[config.mk]
export PLATFORM = sky130hd
export DESIGN_NAME = alu_share_arbiter
export DESIGN_NICKNAME = d
export VERILOG_FILES = /design/src/rtl/alu_share_arbiter.sv
export SDC_FILE = /design/constraint.sdc
export NUM_CORES = 1
export LEC_CHECK = 0
export ABC_CLOCK_PERIOD_IN_PS = 4800
export CAP_MARGIN = 0
export CORE_MARGIN = 5
export CORE_UTILIZATION = 39
export CTS_CLUSTER_SIZE = 28
export DETAILED_ROUTE_END_ITERATION = 7
export PLACE_DENSITY = 0.85
export SETUP_SLACK_MARGIN = 0.3
export SYNTH_ARGS = -nofsm -noshare
export SYNTH_HDL_FRONTEND = slang
export SYNTH_SLANG_ARGS = --single-unit
[constraint.sdc]
create_clock -name clk -period 4.8 [get_ports clk]
set_input_delay 0.72 -clock clk [delete_from_list [all_inputs] [get_ports clk]]
set_output_delay 0.72 -clock clk [all_outputs]
set_load 0.005 [all_outputs]
[src/rtl/alu_share_arbiter.sv]
// Round-robin arbiter that time-shares one combinational ALU between two
// valid/ready requesters, returning each result on the winner's response channel.
module alu_share_arbiter #(
    parameter int width = 32
) (
    input  logic             clk,
    input  logic             rst,

    input  logic             r0_valid,
    output logic             r0_ready,
    input  logic [width-1:0] r0_SrcA,
    input  logic [width-1:0] r0_SrcB,
    input  logic [2:0]       r0_ALUControl,
    output logic             r0_rsp_valid,
    input  logic             r0_rsp_ready,
    output logic [width-1:0] r0_result,
    output logic             r0_zero,

    input  logic             r1_valid,
    output logic             r1_ready,
    input  logic [width-1:0] r1_SrcA,
    input  logic [width-1:0] r1_SrcB,
    input  logic [2:0]       r1_ALUControl,
    output logic             r1_rsp_valid,
    input  logic             r1_rsp_ready,
    output logic [width-1:0] r1_result,
    output logic             r1_zero,

    output logic [width-1:0] alu_SrcA,
    output logic [width-1:0] alu_SrcB,
    output logic [2:0]       alu_ALUControl,
    input  logic [width-1:0] alu_ALUResult,
    input  logic             alu_zero
);

    typedef enum logic [1:0] {
        IDLE = 2'd0,
        EXEC = 2'd1,
        RESP = 2'd2
    } state_t;

    state_t state, state_next;

    // Requester index encoding throughout: 0 = R0, 1 = R1.
    logic             prio;
    logic             gnt;
    logic             pick;
    logic             accept;
    logic             rsp_fire;

    logic [width-1:0] op_a;
    logic [width-1:0] op_b;
    logic [2:0]       op_ctl;

    logic [width-1:0] r0_res_q;
    logic [width-1:0] r1_res_q;
    logic             r0_zero_q;
    logic             r1_zero_q;
    logic             r0_rsp_q;
    logic             r1_rsp_q;

    // Arbitration: a lone requester always wins; a tie goes to prio.
    always_comb begin
        pick     = (r0_valid & r1_valid) ? prio : r1_valid;
        accept   = (state == IDLE) & (r0_valid | r1_valid);
        r0_ready = accept & ~pick;
        r1_ready = accept & pick;
        rsp_fire = (state == RESP) &
                   (gnt ? (r1_rsp_q & r1_rsp_ready) : (r0_rsp_q & r0_rsp_ready));
    end

    // NOTE: every signal assigned in always_comb gets a default first, so no
    // path through the case can leave it unassigned and infer a latch.
    always_comb begin
        state_next = state;
        case (state)
            IDLE: if (accept)   state_next = EXEC;
            EXEC:               state_next = RESP;
            RESP: if (rsp_fire) state_next = IDLE;
            default:            state_next = IDLE;
        endcase
    end

    // NOTE: sequential state uses non-blocking assignments so every register
    // samples pre-edge values regardless of statement order.
    always_ff @(posedge clk or posedge rst) begin
        if (rst) begin
            state <= IDLE;
        end else begin
            state <= state_next;
        end
    end

    // Operand registers feed the shared ALU directly, so its inputs only move on accept.
    always_ff @(posedge clk or posedge rst) begin
        if (rst) begin
            op_a   <= '0;
            op_b   <= '0;
            op_ctl <= '0;
            gnt    <= 1'b0;
        end else if (accept) begin
            op_a   <= pick ? r1_SrcA       : r0_SrcA;
            op_b   <= pick ? r1_SrcB       : r0_SrcB;
            op_ctl <= pick ? r1_ALUControl : r0_ALUControl;
            gnt    <= pick;
        end
    end

    // Per-requester result registers keep one side's result stable while the other runs.
    always_ff @(posedge clk or posedge rst) begin
        if (rst) begin
            r0_res_q  <= '0;
            r1_res_q  <= '0;
            r0_zero_q <= 1'b0;
            r1_zero_q <= 1'b0;
        end else if (state == EXEC) begin
            if (gnt) begin
                r1_res_q  <= alu_ALUResult;
                r1_zero_q <= alu_zero;
            end else begin
                r0_res_q  <= alu_ALUResult;
                r0_zero_q <= alu_zero;
            end
        end
    end

    // Response flags rise entering RESP; prio flips only when a response completes.
    always_ff @(posedge clk or posedge rst) begin
        if (rst) begin
            r0_rsp_q <= 1'b0;
            r1_rsp_q <= 1'b0;
            prio     <= 1'b0;
        end else if (state == EXEC) begin
            r0_rsp_q <= ~gnt;
            r1_rsp_q <= gnt;
        end else if (rsp_fire) begin
            r0_rsp_q <= 1'b0;
            r1_rsp_q <= 1'b0;
            prio     <= ~gnt;
        end
    end

    assign alu_SrcA       = op_a;
    assign alu_SrcB       = op_b;
    assign alu_ALUControl = op_ctl;

    assign r0_rsp_valid = r0_rsp_q;
    assign r1_rsp_valid = r1_rsp_q;
    assign r0_result    = r0_res_q;
    assign r1_result    = r1_res_q;
    assign r0_zero      = r0_zero_q;
    assign r1_zero      = r1_zero_q;

endmodule

==> impl_metrics.tcl <==
set metrics [dict create \
    overflow 0 \
    ant_nets 0 \
    drc 0 \
    clkSlewWorstSetupHoldPaths_ns 0.06 \
    die_w_um 130.0 \
    antenna_cells 0 \
    worstMarginPinSlew_ns 1.020 \
    slowest_stage "clkdlybuf4s50_1" \
    postSynthAreaPerCell_um2 14.08 \
    maxSlewViolCount 0 \
    core_mm2 0.01399 \
    grt_pass1_vias 5204 \
    ctsResizeCount 0 \
    initial_core_util_pct 40.17 \
    fin_tns_setup_ns 0 \
    comb_power_share_pct 42.8 \
    worst_path_most_repeated_cell "clkdlybuf4s50_1" \
    drt_pre_antenna_iters 4 \
    drive_gt1_share_pct 15.33 \
    detail_route.wl_per_cell_um 20.51 \
    path_max_fanout 68 \
    synth_top_area_share_pct 61.90 \
    netSwitchingPower_mw 1.821 \
    finalCritPeriodShare_pct 71.96 \
    max-cap-violations 0 \
    place_ws_ns 1.356 \
    peakVddDrop_v 0.0003178 \
    cp-start-kind "primary input" \
    clock-skew-final_ns 0.007266 \
    rows 43 \
    switching_share_pct 28.67 \
    fin_hold_ws_ns 0.5034 \
    synth_top_area_cell "dfrtp_1" \
    vias 4811 \
    rsz0062_at_grt "false" \
    final_cell_mix "clkdlybuf4s50_1 (309), dfrtp_1 (139), and3_1 (67), a221o_1 (67), mux2_2 (66)" \
    wl_um 18280 \
    clockPowerShare_pct 23.7 \
    via_per_inst 5.400 \
    grt_pass1_wl_um 27950 \
    cts_buffers 17 \
    die_y_um 130.0 \
    hold_viol 0 \
    netlist_instances 399 \
    cp.arrival_ns 2.73 \
    cts_sinks 139 \
    postLayoutCoreUtil_pct 68.26 \
    power.leakage_nw 4.187 \
    grt_util_all_layers_pct 21.55 \
    gp_congestion 0.8004 \
    ios 310 \
    nets 871 \
    cp-end-kind "output port" \
    fin_crit_ns 3.454 \
    yosys_warnings 0 \
    crit_chain "clkdlybuf4s50_1 -> a21boi_4 -> buf_4 -> and2_1 -> clkdlybuf4s50_1" \
    ys_types 24 \
    grt_start_max_net_pins 108 \
    status "completed" \
    critPathRequiredTime_ns 4.08 \
    power.density_mw_per_mm2 665.0 \
    synth_seq_area_share_pct 61.90 \
    insertion_delay_ns 0.41 \
    intPower_mw 4.529 \
    fmax_ghz 0.2895 \
    antenna_found_initial 0 \
    setup_slack_ns 1.346 \
    first_iter_violations 219 \
    cts_tree "built" \
    setup_viol 0 \
    syn_area_mm2 0.005619 \
    ys_ff_latch 139 \
    numPortBuffers 309 \
    layout_commonest_cell "clkdlybuf4s50_1" \
    dieArea_mm2 0.01691 \
    cts_max_path_buffers 2 \
    synth_nets 572 \
    hold_class "reg2reg" \
    post_cts_buffers 0 \
    critPathMaxStageDelay_ns 0.60 \
    worstSetupPathType "in2out" \
    seq_power_share_pct 33.5 \
    clock-root-buffer "clkbuf_16" \
    cts_hold_buf 0 \
    slew_headroom_pct 31.85 \
    synth.area.top_cells "dfrtp_1 (62%), mux2_2 (13%), a221o_1 (12%)" \
    cts_max_level 4 \
    area_growth_pct 69.94 \
    hpwl_um 13310 \
]
state kept, by name, indices dropped and copies added (netlist names):
signal / flops
alu_ALUControl: 3
r0_zero: 1
r0_rsp_valid: 1
r1_result: 32
alu_SrcA: 32
r1_rsp_valid: 1
r1_zero: 1
gnt: 1
prio: 1
state: 2
alu_SrcB: 32
r0_result: 32
cells by family after synthesis:
kind of cell | synth area share (%)
buf+inv | 3.028
flops | 61.90
simple gates | 8.729
compound gates | 13.11
mux | 13.23
routing by layer:
| metal | wire length [µm] | global-route usage, % |
|---|---|---|
| met5 | 0 | 0 |
| met1 | 6738 | 24.66 |
| met3 | 1743 | 7.859 |
| met4 | 552 | 8.985 |
| met2 | 9243 | 36.54 |
area by class of cell:
type                            instances  area, µm²
Clock inverter                         11      212.7
Inverter                                5      23.77
Clock buffer                           21      470.5
Multi-Input combinational cell        221       2008
Fill cell                             977       4439
Sequential cell                       139       3478
Timing Repair Buffer                  314       3131
Tap cell                              180      225.2
per-stage QoR:
step / power, mW / instances / instance area (µm²)
6_report: 6.350 / 891 / 9549
5_1_grt: 6.708 / 891 / 9549
4_1_cts: 6.430 / 891 / 9549
3_5_place_dp: 4.893 / 859 / 8866
3_3_place_gp: 4.772 / 859 / 8866
2_1_floorplan: 3.233 / 399 / 5619
critical path: cells and delay by family:
| kind | cells | cell delay, ns |
|---|---|---|
| compound gates | 1 | 0.21 |
| buf+inv | 3 | 1.56 |
| simple gates | 1 | 0.20 |
power by group through the flow:
stage	registers (mW)	logic (mW)	clock network (mW)
finish	2.13	2.72	1.50
global route	2.20	2.92	1.58
CTS	2.13	2.77	1.53
detailed placement	2.13	2.76	0
global placement	2.11	2.67	0
floorplan	2.12	1.11	0
cells in the mapped netlist, drive strengths merged:
master and count:
nand2 1, nand3b 1, nor3 1, nor3b 1, o21ai 2, a21boi 1, mux2 66, a21o 1
or2 1, nand2b 2, inv 5, dfrtp 139, o22ai 1, nand3 2, and2 1, a221o 67
a211oi 1, nor2 2, a21oi 3, clkbuf 19, and3 67, buf 15
path summary, 6_finish.rpt:
path | endpoint | cells after the start | start | slack [ns]
setup reg to reg | alu_SrcB[0]$_DFFE_PP0N_ | 5 | state[0]$_DFFE_PP0P_ | 2.67
max in group asynchronous | r1_result[5]$_DFFE_PP0P_ | 3 | rst | 2.86
min in group asynchronous | alu_SrcB[27]$_DFFE_PP0N_ | 2 | rst | 0.89
setup / recovery | r0_ready | 5 | r0_valid | 1.35
hold / removal | r0_result[12]$_DFFE_PP0P_ | 1 | r0_result[12]$_DFFE_PP0P_ | 0.50
hold reg to reg | r0_result[12]$_DFFE_PP0P_ | 1 | r0_result[12]$_DFFE_PP0P_ | 0.50
Power figures use the tool's default switching activity.
